[config.mk]
export PLATFORM = sky130hd
export DESIGN_NAME = seq_chain_ctrl
export DESIGN_NICKNAME = d
export VERILOG_FILES = /design/src/rtl/seq_chain_ctrl.sv
export SDC_FILE = /design/constraint.sdc
export NUM_CORES = 1
export LEC_CHECK = 0
export BUFFER_PORTS_ARGS = -buffer_cell sky130_fd_sc_hd__buf_2
export CAP_MARGIN = 30
export CORE_MARGIN = 10
export CORE_UTILIZATION = 25
export DETAILED_ROUTE_END_ITERATION = 8
export PLACE_DENSITY_LB_ADDON = 0.1
export SLEW_MARGIN = 20
export SYNTH_ARGS = -nofsm -noshare
export SYNTH_HDL_FRONTEND = slang
export SYNTH_SLANG_ARGS = --single-unit
[constraint.sdc]
create_clock -name clk -period 3.2 [get_ports clk]
set_clock_uncertainty 0.1 [all_clocks]
set_input_delay 0.16 -clock clk [delete_from_list [all_inputs] [get_ports clk]]
set_output_delay 0.16 -clock clk [all_outputs]
set_load 0.05 [all_outputs]
[src/rtl/seq_chain_ctrl.sv]
// rtl/seq_chain_ctrl.sv - pattern-chain step scheduler for the bit-sequencer voice path
//
// Plays a bank of NPAT step patterns in slot order. Each slot replays its
// pattern rep times. Every step starts with a one-cycle step_trig that carries
// the step's gate bit. A repeat count of 0 marks the end of the chain.
//
// Ports:
//   clk, rst          clock, synchronous active-high reset (also clears the bank)
//   start, stop       control pulses; stop has priority
//   loop_mode         1 = wrap to slot 0 at chain end, 0 = stop at chain end
//   len               clocks per step, taken at every step boundary (0 acts as 1)
//   wr_en/wr_addr/wr_pat/wr_rep   bank write port
//   running           high while playing
//   step_trig, gate   step start pulse and its pattern bit
//   step_idx, pat_idx position currently playing
//   chain_done        one-cycle pulse when a non-looping chain ends
module seq_chain_ctrl #(
    parameter int DEPTH = 4,
    parameter int NPAT  = 4,
    parameter int LENW  = 24,
    localparam int AW   = (NPAT > 1) ? $clog2(NPAT) : 1,
    localparam int SW   = (DEPTH > 1) ? $clog2(DEPTH) : 1
) (
    input  logic             clk,
    input  logic             rst,
    input  logic             start,
    input  logic             stop,
    input  logic             loop_mode,
    input  logic [LENW-1:0]  len,
    input  logic             wr_en,
    input  logic [AW-1:0]    wr_addr,
    input  logic [DEPTH-1:0] wr_pat,
    input  logic [3:0]       wr_rep,
    output logic             running,
    output logic             step_trig,
    output logic             gate,
    output logic [SW-1:0]    step_idx,
    output logic [AW-1:0]    pat_idx,
    output logic             chain_done
);

    localparam logic [0:0]    ST_IDLE   = 1'b0;
    localparam logic [0:0]    ST_RUN    = 1'b1;
    localparam logic [SW-1:0] LAST_STEP = SW'(DEPTH - 1);
    localparam logic [AW:0]   NPAT_W    = (AW + 1)'(NPAT);

    logic [0:0]       state_q, state_d;
    logic [LENW-1:0]  div_cnt_q, div_cnt_d;
    logic [LENW-1:0]  lim_q, lim_d;         // last divider count of the current step
    logic [SW-1:0]    step_idx_q, step_idx_d;
    logic [AW-1:0]    pat_idx_q, pat_idx_d;
    logic [3:0]       loop_cnt_q, loop_cnt_d;
    logic [DEPTH-1:0] act_pat_q, act_pat_d;
    logic [3:0]       act_rep_q, act_rep_d;
    logic             step_trig_q, step_trig_d;
    logic             gate_q, gate_d;
    logic             chain_done_q, chain_done_d;
    logic [DEPTH-1:0] bank_pat_q [NPAT];
    logic [DEPTH-1:0] bank_pat_d [NPAT];
    logic [3:0]       bank_rep_q [NPAT];
    logic [3:0]       bank_rep_d [NPAT];

    logic [LENW-1:0]  len_lim;
    logic [AW:0]      nxt;
    logic [AW-1:0]    enter_slot;
    logic             do_enter;
    logic             do_end;

    always_comb begin
        state_d      = state_q;
        div_cnt_d    = div_cnt_q;
        lim_d        = lim_q;
        step_idx_d   = step_idx_q;
        pat_idx_d    = pat_idx_q;
        loop_cnt_d   = loop_cnt_q;
        act_pat_d    = act_pat_q;
        act_rep_d    = act_rep_q;
        step_trig_d  = 1'b0;
        gate_d       = 1'b0;
        chain_done_d = 1'b0;
        bank_pat_d   = bank_pat_q;
        bank_rep_d   = bank_rep_q;
        do_enter     = 1'b0;
        do_end       = 1'b0;
        enter_slot   = '0;

        if (wr_en) begin
            bank_pat_d[wr_addr] = wr_pat;
            bank_rep_d[wr_addr] = wr_rep;
        end

        len_lim = (len == '0) ? '0 : len - LENW'(1);
        nxt     = {1'b0, pat_idx_q} + (AW + 1)'(1);

        if (stop) begin
            state_d    = ST_IDLE;
            step_idx_d = '0;
            pat_idx_d  = '0;
            loop_cnt_d = '0;
            div_cnt_d  = '0;
        end else if (start) begin
            do_enter = 1'b1;
        end else if (state_q == ST_RUN) begin
            if (div_cnt_q != lim_q) begin
                div_cnt_d = div_cnt_q + LENW'(1);
            end else if (step_idx_q != LAST_STEP) begin
                step_idx_d  = step_idx_q + SW'(1);
                div_cnt_d   = '0;
                lim_d       = len_lim;
                step_trig_d = 1'b1;
                gate_d      = act_pat_q[LAST_STEP - step_idx_d];
            end else if (({1'b0, loop_cnt_q} + 5'd1) < {1'b0, act_rep_q}) begin
                loop_cnt_d  = loop_cnt_q + 4'd1;
                step_idx_d  = '0;
                div_cnt_d   = '0;
                lim_d       = len_lim;
                step_trig_d = 1'b1;
                gate_d      = act_pat_q[DEPTH-1];
            end else if (nxt < NPAT_W && bank_rep_q[nxt[AW-1:0]] != 4'd0) begin
                do_enter   = 1'b1;
                enter_slot = nxt[AW-1:0];
            end else if (loop_mode) begin
                do_enter = 1'b1;
            end else begin
                do_end = 1'b1;
            end
        end

        // Entering a slot whose repeat count is 0 ends the chain instead.
        // The bank is read from the registered copy, so a write landing on
        // the same edge is not seen by this entry.
        if (do_enter && bank_rep_q[enter_slot] == 4'd0) begin
            do_enter = 1'b0;
            do_end   = 1'b1;
        end

        if (do_enter) begin
            state_d     = ST_RUN;
            act_pat_d   = bank_pat_q[enter_slot];
            act_rep_d   = bank_rep_q[enter_slot];
            pat_idx_d   = enter_slot;
            step_idx_d  = '0;
            loop_cnt_d  = '0;
            div_cnt_d   = '0;
            lim_d       = len_lim;
            step_trig_d = 1'b1;
            gate_d      = bank_pat_q[enter_slot][DEPTH-1];
        end

        if (do_end) begin
            state_d      = ST_IDLE;
            chain_done_d = 1'b1;
            step_idx_d   = '0;
            pat_idx_d    = '0;
            loop_cnt_d   = '0;
            div_cnt_d    = '0;
        end
    end

    always_ff @(posedge clk) begin
        if (rst) begin
            state_q      <= ST_IDLE;
            div_cnt_q    <= '0;
            lim_q        <= '0;
            step_idx_q   <= '0;
            pat_idx_q    <= '0;
            loop_cnt_q   <= '0;
            act_pat_q    <= '0;
            act_rep_q    <= '0;
            step_trig_q  <= 1'b0;
            gate_q       <= 1'b0;
            chain_done_q <= 1'b0;
            for (int i = 0; i < NPAT; i++) begin
                bank_pat_q[i] <= '0;
                bank_rep_q[i] <= '0;
            end
        end else begin
            state_q      <= state_d;
            div_cnt_q    <= div_cnt_d;
            lim_q        <= lim_d;
            step_idx_q   <= step_idx_d;
            pat_idx_q    <= pat_idx_d;
            loop_cnt_q   <= loop_cnt_d;
            act_pat_q    <= act_pat_d;
            act_rep_q    <= act_rep_d;
            step_trig_q  <= step_trig_d;
            gate_q       <= gate_d;
            chain_done_q <= chain_done_d;
            bank_pat_q   <= bank_pat_d;
            bank_rep_q   <= bank_rep_d;
        end
    end

    assign running    = (state_q == ST_RUN);
    assign step_trig  = step_trig_q;
    assign gate       = gate_q;
    assign step_idx   = step_idx_q;
    assign pat_idx    = pat_idx_q;
    assign chain_done = chain_done_q;

endmodule

; After elaboration in Yosys (flattened, before gate mapping)
; Index checks and enable logic that the tools add are counted.
[totals]
elab_cells = 133
output_inout_bits = 8
inputBits = 40
reg_bits = 100
[op_classes]
muxes = 72
n_bitwise = 6
eq_ne = 5
addsub = 7
magnitude_cmp = 7
reduce_logical = 17
[ops]
columns = operator, count
row1 = $mux 24, 11
row2 = $mux 1, 36
row3 = $bwmux 16, 2
row4 = $mux 4, 7
row5 = $add 24x1->24 const B, 1
row6 = $bmux 4 s2, 3
row7 = $logic_not 24->1, 1
row8 = $ne 24x24->1, 1
row9 = $sub 24x1->24 const B, 1
row10 = $mux 2, 11
row11 = $reduce_and 5->1, 2
row12 = $ge 3x3->1 const B, 3
row13 = $not 2->3, 3
row14 = $demux 4 s2, 1
row15 = $reduce_bool 2->1, 3
row16 = $reduce_bool 3->1, 2
row17 = $add 4x1->5 const B, 1
row18 = $lt 5x4->1, 1
row19 = $add 4x1->4 const B, 1
row20 = $logic_not 4->1, 1
row21 = $ne 2x1->1 const B, 2
row22 = $ne 2x2->1 const B, 2
row23 = $reduce_and 4->1, 1
row24 = $reduce_bool 4->1, 1
row25 = other kinds (12), 16

; Logic depth before layout (Yosys ltp)
; Gate-level depths: netlist of run 1.
[depth]
depth_word = 23
mapped_depth = 13
ltp_nobuf = 11

; Least setup slack after synthesis of run 1
; No wires, ideal clock.
[synth_path]
kind = reg2reg
startpoint = register pat_idx_q[0], in the netlist pat_idx[0]
endpoint = register gate_q, in the netlist gate
path_stages_with_launch = 11
period_less_slack_ps = 2943
arrival_time_ps = 2783
required_time_ps = 3040
n_path_buf = 1
slack_ps = 257
setup_ps = 60
path_cell_list = dfxtp_1 -> ha_1 -> nand2b_1 -> a21oi_1 -> and2_1 -> nor2_1 -> o41a_1 -> or2_1 -> buf_2 -> a2111oi_2 -> a31o_1
[synth_via]
elab_chain_cells = 22
word_cells_on_any_way = 33
cone_classes = add/sub: 1 / order compare: 1 / mux: 25 / bitwise: 2 / reduce/logical: 4
[synth_lines]
columns = item, line
row1 = from (decl), 51  ; logic [AW-1:0] pat_idx_q, pat_idx_d;
row2 = from (signal assigned), 182  ; pat_idx_q <= pat_idx_d;
row3 = $add 2x1->3 (*), 93  ; nxt = {1'b0, pat_idx_q} + (AW + 1)'(1);
row4 = $not 2->3 (not written as such), 119  ; end else if (nxt < NPAT_W && bank_rep_q[nxt[AW-1:0]] != 4'd0) begin
row5 = $bmux 4 s2, 119
row6 = $mux 4 (not written as such) (2 in series), 119
row7 = $reduce_bool 4->1, 119
row8 = $logic_and 1x1->1, 119
row9 = $mux 2, 119
row10 = $mux 2, 112  ; end else if (({1'b0, loop_cnt_q} + 5'd1) < {1'b0, act_rep_q}) begin
row11 = [4 not listed], -
row12 = $mux 2, 95  ; if (stop) begin
row13 = $not 2->3 (not written as such), "132, 147"
row14 = $bmux 4 s2, 132  ; if (do_enter && bank_rep_q[enter_slot] == 4'd0) begin
row15 = $mux 4 (not written as such) (2 in series), 132
row16 = $logic_not 4->1, 132
row17 = $logic_and 1x1->1, 132
row18 = $mux 1, 132
row19 = $mux 1 (*), 137  ; if (do_enter) begin
row20 = to (signal assigned), 187  ; gate_q <= gate_d;
row21 = to (decl), 56  ; logic gate_q, gate_d;
; Every way passes the cells marked *; elsewhere a longest branch is shown, timed or not. The select of a mux whose other input is x is not followed.
; A chain may end at the register's enable or synchronous reset.

; Worst setup path after layout of run 1
[layout_path]
startpoint = register loop_cnt_q[0]
endpoint = register gate_q, in the netlist gate
[layout_via]
elab_chain_cells = 16
word_cells_on_any_way = 31
cone_classes = add/sub: 1 / order compare: 1 / mux: 26 / bitwise: 1 / reduce/logical: 2
[layout_lines]
columns = item, line
row1 = from (decl), 52  ; logic [3:0] loop_cnt_q, loop_cnt_d;
row2 = from (signal assigned), 183  ; loop_cnt_q <= loop_cnt_d;
row3 = $add 4x1->5 (*), 112
row4 = $lt 5x4->1 (*), 112
row5 = $mux 2, 112
row6 = $mux 2, 106  ; end else if (step_idx_q != LAST_STEP) begin
row7 = $mux 2, 104  ; if (div_cnt_q != lim_q) begin
row8 = $mux 2, 103  ; end else if (state_q == ST_RUN) begin
row9 = $mux 2, 101  ; end else if (start) begin
row10 = $mux 2, 95
row11 = $not 2->3 (not written as such), "132, 147"
row12 = $bmux 4 s2, 132
row13 = $mux 4 (not written as such) (2 in series), 132
row14 = $logic_not 4->1, 132
row15 = $logic_and 1x1->1, 132
row16 = $mux 1, 132
row17 = $mux 1 (*), 137
; Marks and branches as above.

==> results of run 1 <==
==> report_power, final <==
part	switching, W	leakage (nW)	internal [W]
Clock	0.000529	0.152	0.000620
Combinational	0.000173	1.29	0.000125
Sequential	0.0000212	0.809	0.00127
Total	0.000723	2.25	0.00202
==> state kept, by name, indices dropped and copies added (netlist names) <==
register,flops
pat_idx,2
act_rep_q,4
lim_q,24
loop_cnt_q,4
running,1
act_pat_q,4
gate,1
step_idx,2
bank_rep_q,16
step_trig,1
bank_pat_q,16
chain_done,1
div_cnt_q,24
==> path summary, 6_finish.rpt <==
check / endpoint / cells after the start
max: gate$_SDFF_PP0_ / 11
min: lim_q[6]$_SDFFE_PP0P_ / 3
max reg2reg: gate$_SDFF_PP0_ / 11
min reg2reg: act_pat_q[0]$_SDFFE_PP0P_ / 2
==> stage by stage <==
step / setup slack, ps / total power (W) / cells / area (µm²)
finish: 194 / 0.00274 / 898 / 6150
CTS: 96.2 / 0.00279 / 896 / 6110
global route: 3.30 / 0.00286 / 898 / 6150
global placement: 242 / 0.00161 / 869 / 5690
floorplan: 257 / 0.00151 / 559 / 5140
detailed placement: 126 / 0.00161 / 869 / 5690
==> Yosys cell counts, types with 2 or more instances <==
master	count
a211oi_1	5
a21oi_1	16
a22o_1	2
a22oi_1	5
a2bb2oi_1	3
a31o_1	2
a31o_2	2
a31oi_1	3
and2_1	6
and3_1	3
and4_1	2
buf_1	3
buf_12	2
buf_2	5
buf_6	2
clkbuf_1	8
dfxtp_1	100
ha_1	8
inv_1	20
mux2i_1	37
nand2_1	29
nand2b_1	3
nand3_1	10
nand3b_1	4
nand4_1	15
nor2_1	75
nor2_2	7
nor2_4	13
nor3_1	19
nor4_1	7
o211ai_1	4
o21ai_0	6
o21ba_2	2
o21bai_1	2
o22ai_1	3
o2bb2ai_1	23
or3_1	6
or4_4	2
xnor2_1	46
xor2_1	24
==> layer usage <==
layer | wire length (µm) | up-vias
met1 | 6670 | 1950
met2 | 7170 | 51
li1 | - | 2103
met5 | 0 | -
met4 | 115 | 0
met3 | 437 | 9
==> cell families (layout without fill, tap and decap cells) <==
kind of cell	after synthesis	count (layout)	synth area share (%)
mux	38	38	7.43
simple gates	212	213	22.3
compound gates	90	90	13.4
buf+inv	41	109	4.07
xor+xnor	70	70	11.9
fa+ha+maj	8	8	1.95
flops	100	100	39.0
==> critical path, stage by stage, from the launching register on <==
cell and delay [ps]:
dfxtp_1 360, ha_1 250, xor2_1 160, ha_1 300, nand2_1 50, o21ai_1 160
a31o_2 270, nand3_1 170, o41a_1 370, or2_1 270, a2111oi_4 370, a31o_1 140
==> final cells by class <==
| type | instances | area share [%] |
|---|---|---|
| multi-input cells | 419 | 48.1 |
| flip-flops and latches | 100 | 32.6 |
| repair buffers | 73 | 7.65 |
| well taps | 270 | 5.49 |
| clock buffers | 9 | 3.66 |
| clock inverters | 7 | 1.32 |
| inverters | 20 | 1.22 |
==> what timing repair did <==
item,4_1_cts,5_1_grt
hold endpoints to repair,32,0
hold buffers,11,0
gates resized for setup,0,5
setup buffers,0,1
endpoints found under the setup margin,0,52
==> impl_metrics.env, run 1 <==
export IMPL_rrSetupSlack_ps=190
export IMPL_area_growth_pct=19.7
export IMPL_drcViolationCount=0
export IMPL_insertion_delay_ps=360
export IMPL_ys_flop_type="dfxtp_1"
export IMPL_clk_pin_slew_ps=70
export IMPL_top_usage_layer="met2"
export IMPL_cts_sinks=100
export IMPL_tightest_slew_ps=674
export IMPL_yosysUniqueCellTypes=65
export IMPL_yosysSeqAreaShare_pct=39.0
export IMPL_num_io_pins=48
export IMPL_gr_total_overflow=0
export IMPL_grt_total_usage_pct=11.0
export IMPL_outcome="finished clean"
export IMPL_syn_area_per_cell_um2=9.19
export IMPL_worstPathMaxFanout=7
export IMPL_r2r_start="loop_cnt_q[0]$_SDFFE_PP0P_"
export IMPL_maxCapViolCount=0
export IMPL_fp_dieW_um=163
export IMPL_fp_coreArea_mm2=0.0202
export IMPL_min_period_ps=3010
export IMPL_synth_top_area_share_pct=39.0
export IMPL_critical_path_required_ps=3400
export IMPL_mostFrequentLayoutCells="dfxtp_1, nor2_1, buf_2, xnor2_1, mux2i_1"
export IMPL_cts_root_buf="clkbuf_16"
export IMPL_cts_path_max_buffers=2
export IMPL_cts_buffers=9
export IMPL_yosysTopAreaCell="dfxtp_1"
export IMPL_use_met3_pct=2.94
export IMPL_rows=52
export IMPL_grt_pass1_wl_um=23200
export IMPL_vias=4113
export IMPL_met2_usage_pct=19.1
export IMPL_die_y_um=163
export IMPL_fin_crit_sh_pct=93.9
export IMPL_setup_violations=0
export IMPL_holdWs_ps=19.2
export IMPL_fillCellCount=2126
export IMPL_globalRouteMet1Util_pct=13.1
export IMPL_finalHoldViolCount=0
export IMPL_port_buffers=47
export IMPL_p_leak_nw=2.25
export IMPL_rsz0062_at_grt="false"
export IMPL_multiInputGateArea_mm2=0.00296
export IMPL_first_global_vias=4262
export IMPL_synth_edff_count=0
export IMPL_viasPerCell=4.58
export IMPL_async_flop_share_pct=0
export IMPL_crit_path_start_kind="flip-flop"
export IMPL_cts_tree="built"
export IMPL_firstDrtPassIters=4
export IMPL_htreeDepth=3
export IMPL_hp_class="in2reg"
export IMPL_synth_seq_cells=100
export IMPL_slew_headroom_pct=55.0
export IMPL_wirelength_um=14400
export IMPL_timing_fmax_mhz=333
export IMPL_routabilityCongestion=0.793
export IMPL_synth_area_mm2=0.00514
export IMPL_antenna_found_initial=0
export IMPL_final_common_cell="dfxtp_1"
export IMPL_crit_path_end_kind="flip-flop"
export IMPL_critPathKind="reg2reg"
export IMPL_synth_area_top_cells="dfxtp_1, xnor2_1, mux2i_1"
export IMPL_synthesis_instances=559
export IMPL_finish_net_count=671
export IMPL_drt_iter0_drc=158
export IMPL_fin_util_pct=30.4
export IMPL_drive_gt1_share_pct=18.2
export IMPL_initial_core_util_pct=25.4
export IMPL_synth_nets=607
export IMPL_critPathLaunch="loop_cnt_q[0]$_SDFFE_PP0P_"
export IMPL_routedWlPerCell_um=16.0
export IMPL_ys_warn_count=0
export IMPL_p_per_area_mw_per_mm2=446
export IMPL_dp_hpwl_um=11100
export IMPL_ir_drop_uv=252
export IMPL_arrival_ps=3210
export IMPL_seqCellArea_mm2=0.00200
export IMPL_grt_max_degree=29
export IMPL_min_from="len[6]"
export IMPL_die_area_mm2=0.0267
export IMPL_slew_violations=0
export IMPL_tns_ps=0
export IMPL_antenna_cells=0
export IMPL_ant_nets=0
Power figures use the tool's default switching activity.
==> run 2: changes to the inputs <==
ABC_AREA = 1   (was not set)
==> impl_metrics.env, run 2 <==
export IMPL_multiInputGateArea_mm2=0.00331
export IMPL_fin_crit_sh_pct=95.3
export IMPL_fillCellCount=2589
export IMPL_maxCapViolCount=0
export IMPL_synth_seq_cells=100
export IMPL_worst_path_buf_inv=4
export IMPL_gr_total_overflow=0
export IMPL_crit_path_start_kind="flip-flop"
export IMPL_grt_max_degree=42
export IMPL_ys_warn_count=0
export IMPL_p_per_area_mw_per_mm2=394
export IMPL_fp_coreArea_mm2=0.0228
export IMPL_synth_most_common_cell="nand2_1"
export IMPL_initial_core_util_pct=25.6
export IMPL_tightest_slew_ps=664
export IMPL_crit_family="simple AND/OR/NAND/NOR gates"
export IMPL_cts_root_buf="clkbuf_16"
export IMPL_synth_common_cells="nand2_1, nor2_1, inv_1, dfxtp_1, o21ai_0"
export IMPL_slew_violations=0
export IMPL_synth_area_top_cells="dfxtp_1, nand2_1, nor2_1"
export IMPL_routedWlPerCell_um=13.6
export IMPL_die_area_mm2=0.0298
export IMPL_finalHoldViolCount=0
export IMPL_slew_headroom_pct=55.6
export IMPL_synth_top_area_share_pct=34.4
export IMPL_top_regs="div_cnt_q: 24 flops, lim_q: 24 flops"
export IMPL_crit_chain="ha_4 > xor2_2 > ha_1 > a21oi_1 > o21ai_0 > nor2_1 > nor2_2 > buf_4 > buf_4 > nand4_1 > nand3_2 > nand2_1 > nand2_2 > o21ai_4 > buf_12 > buf_8 > nand3_1 > a21oi_1"
export IMPL_cts_path_max_buffers=2
export IMPL_grt_total_usage_pct=11.4
export IMPL_antenna_cells=0
export IMPL_max_stage_delay_ps=360
export IMPL_ys_flop_type="dfxtp_1"
export IMPL_cts_buffers=9
export IMPL_critical_path_required_ps=3390
export IMPL_routabilityCongestion=0.820
export IMPL_drive_gt1_share_pct=14.4
export IMPL_dp_cells=1251
export IMPL_seqCellArea_mm2=0.00201
export IMPL_cts_sinks=100
export IMPL_synth_nets=950
export IMPL_yosysUniqueCellTypes=32
export IMPL_min_period_ps=3050
export IMPL_sw_frac_of_total_pct=28.9
export IMPL_r2r_start="loop_cnt_q[0]$_SDFFE_PP0P_"
export IMPL_drt_iter0_drc=280
export IMPL_ant_nets=0
export IMPL_dp_hpwl_um=13400
export IMPL_final_common_cell="nand2_1"
export IMPL_synth_edff_count=0
export IMPL_antenna_found_initial=0
export IMPL_num_io_pins=48
export IMPL_worstPathMaxFanout=7
export IMPL_vias=5662
export IMPL_hp_class="in2reg"
export IMPL_fp_dieW_um=173
export IMPL_p_seq_share_pct=47.3
export IMPL_rrSetupSlack_ps=150
export IMPL_synth_area_mm2=0.00582
export IMPL_p_int_w=0.00197
export IMPL_yosysSeqAreaShare_pct=34.4
export IMPL_critPathLaunch="loop_cnt_q[0]$_SDFFE_PP0P_"
export IMPL_synthesis_instances=902
export IMPL_arrival_ps=3240
export IMPL_firstDrtPassIters=4
export IMPL_total_power_w=0.00278
export IMPL_grt_pass1_wl_um=28600
export IMPL_min_from="wr_pat[2]"
export IMPL_finish_net_count=1014
export IMPL_clk_pin_slew_ps=80
export IMPL_insertion_delay_ps=360
export IMPL_wirelength_um=17500
export IMPL_outcome="finished clean"
export IMPL_async_flop_share_pct=0
export IMPL_fin_util_pct=31.0
export IMPL_crit_path_end_kind="flip-flop"
export IMPL_first_global_vias=5578
export IMPL_syn_area_per_cell_um2=6.46
export IMPL_area_growth_pct=21.1
export IMPL_die_y_um=173
export IMPL_drcViolationCount=0
export IMPL_cts_tree="built"
export IMPL_setup_violations=0
export IMPL_clkPwrFrac_pct=38.9
export IMPL_timing_fmax_mhz=328
export IMPL_mostFrequentLayoutCells="nand2_1, nor2_1, inv_1, dfxtp_1, o21ai_0"
export IMPL_ir_drop_uv=247
export IMPL_p_leak_nw=2.98
export IMPL_port_buffers=47
export IMPL_fin_cells=1284
export IMPL_combPwrFrac_pct=13.8
export IMPL_cp_slowest_cell="dfxtp_4"
export IMPL_viasPerCell=4.41
export IMPL_yosysTopAreaCell="dfxtp_1"
export IMPL_critPathKind="reg2reg"
export IMPL_htreeDepth=3
export IMPL_power_switching_w=0.000802
export IMPL_rows=55
run 2: changes by cell type after synthesis, sizes merged, moves of 34 or more:
cell   change
nand3     +49
inv      +102
nor2      +53
nand2    +158
o21ai     +57
xnor2     -34
mux2i     -35
a21oi     +39
run 2: power by group through the flow:
| stage | Clock, W | Sequential, W | Combinational [W] |
|---|---|---|---|
| after floorplan | 0 | 0.00134 | 0.000223 |
| after global placement | 0 | 0.00135 | 0.000360 |
| after detailed placement | 0 | 0.00135 | 0.000358 |
| after CTS | 0.00113 | 0.00132 | 0.000367 |
| after global routing | 0.00117 | 0.00132 | 0.000436 |
| final | 0.00108 | 0.00131 | 0.000383 |
run 2: final cells by class:
type | count | share of cell area [%]
flip-flops and latches | 100 | 28.5
clock inverters | 6 | 0.799
well taps | 313 | 5.55
multi-input cells | 650 | 47.0
inverters | 122 | 6.50
clock buffers | 10 | 3.25
repair buffers | 83 | 8.41
run 2: layer usage:
metal | wire length, µm | track usage, % | vias up | part of all wire, %
met4 | 178 | 3.01 | 0 | 1.0
met1 | 8560 | 14.1 | 2554 | 49
met5 | 0 | 0 | - | 0
met2 | 8410 | 20.0 | 44 | 48
li1 | - | - | 3054 | -
met3 | 323 | 1.94 | 10 | 1.8
run 2: stage by stage:
step	hold WS, ps	setup TNS, ps	worst slack [ps]	cell area (µm²)
3_5_place_dp	339	-306	-39.9	6470
4_1_cts	4.22	0	1.11	6830
2_1_floorplan	129	0	298	5820
6_report	15.4	0	151	7050
3_3_place_gp	330	0	54.3	6470
5_1_grt	27.2	-17.2	-6.66	7050
run 2: repair_timing:
item	CTS	global route
endpoints found under the hold margin	6	0
hold buffers	5	0
pin swaps	0	12
setup buffers	1	9
endpoints found under the setup margin	27	68
resized for setup	3	28
gates cloned	0	2
run 2: tightest hold or removal path, cell delays in order:
cell     delay (ps)
buf_2           100
o21ai_0          80
a21oi_1         100
run 2: logic make-up after synthesis:
family | after synthesis | synth area share, %
and+or+nand+nor | 471 | 35.2
buffers and inverters | 153 | 10.7
AOI/OAI and AO/OA | 129 | 11.8
DFF | 100 | 34.4
xor gates and xnor gates | 39 | 5.87
adders and majority gates | 8 | 1.72
muxes | 2 | 0.344
run 2: worst paths after layout:
check                                to  depth (start not counted)
max             pat_idx[1]$_SDFFE_PP0P_                         18
min          bank_pat_q[2]$_SDFFE_PP0P_                          3
max reg2reg     pat_idx[1]$_SDFFE_PP0P_                         18
min reg2reg  bank_pat_q[8]$_SDFFE_PP0P_                          2
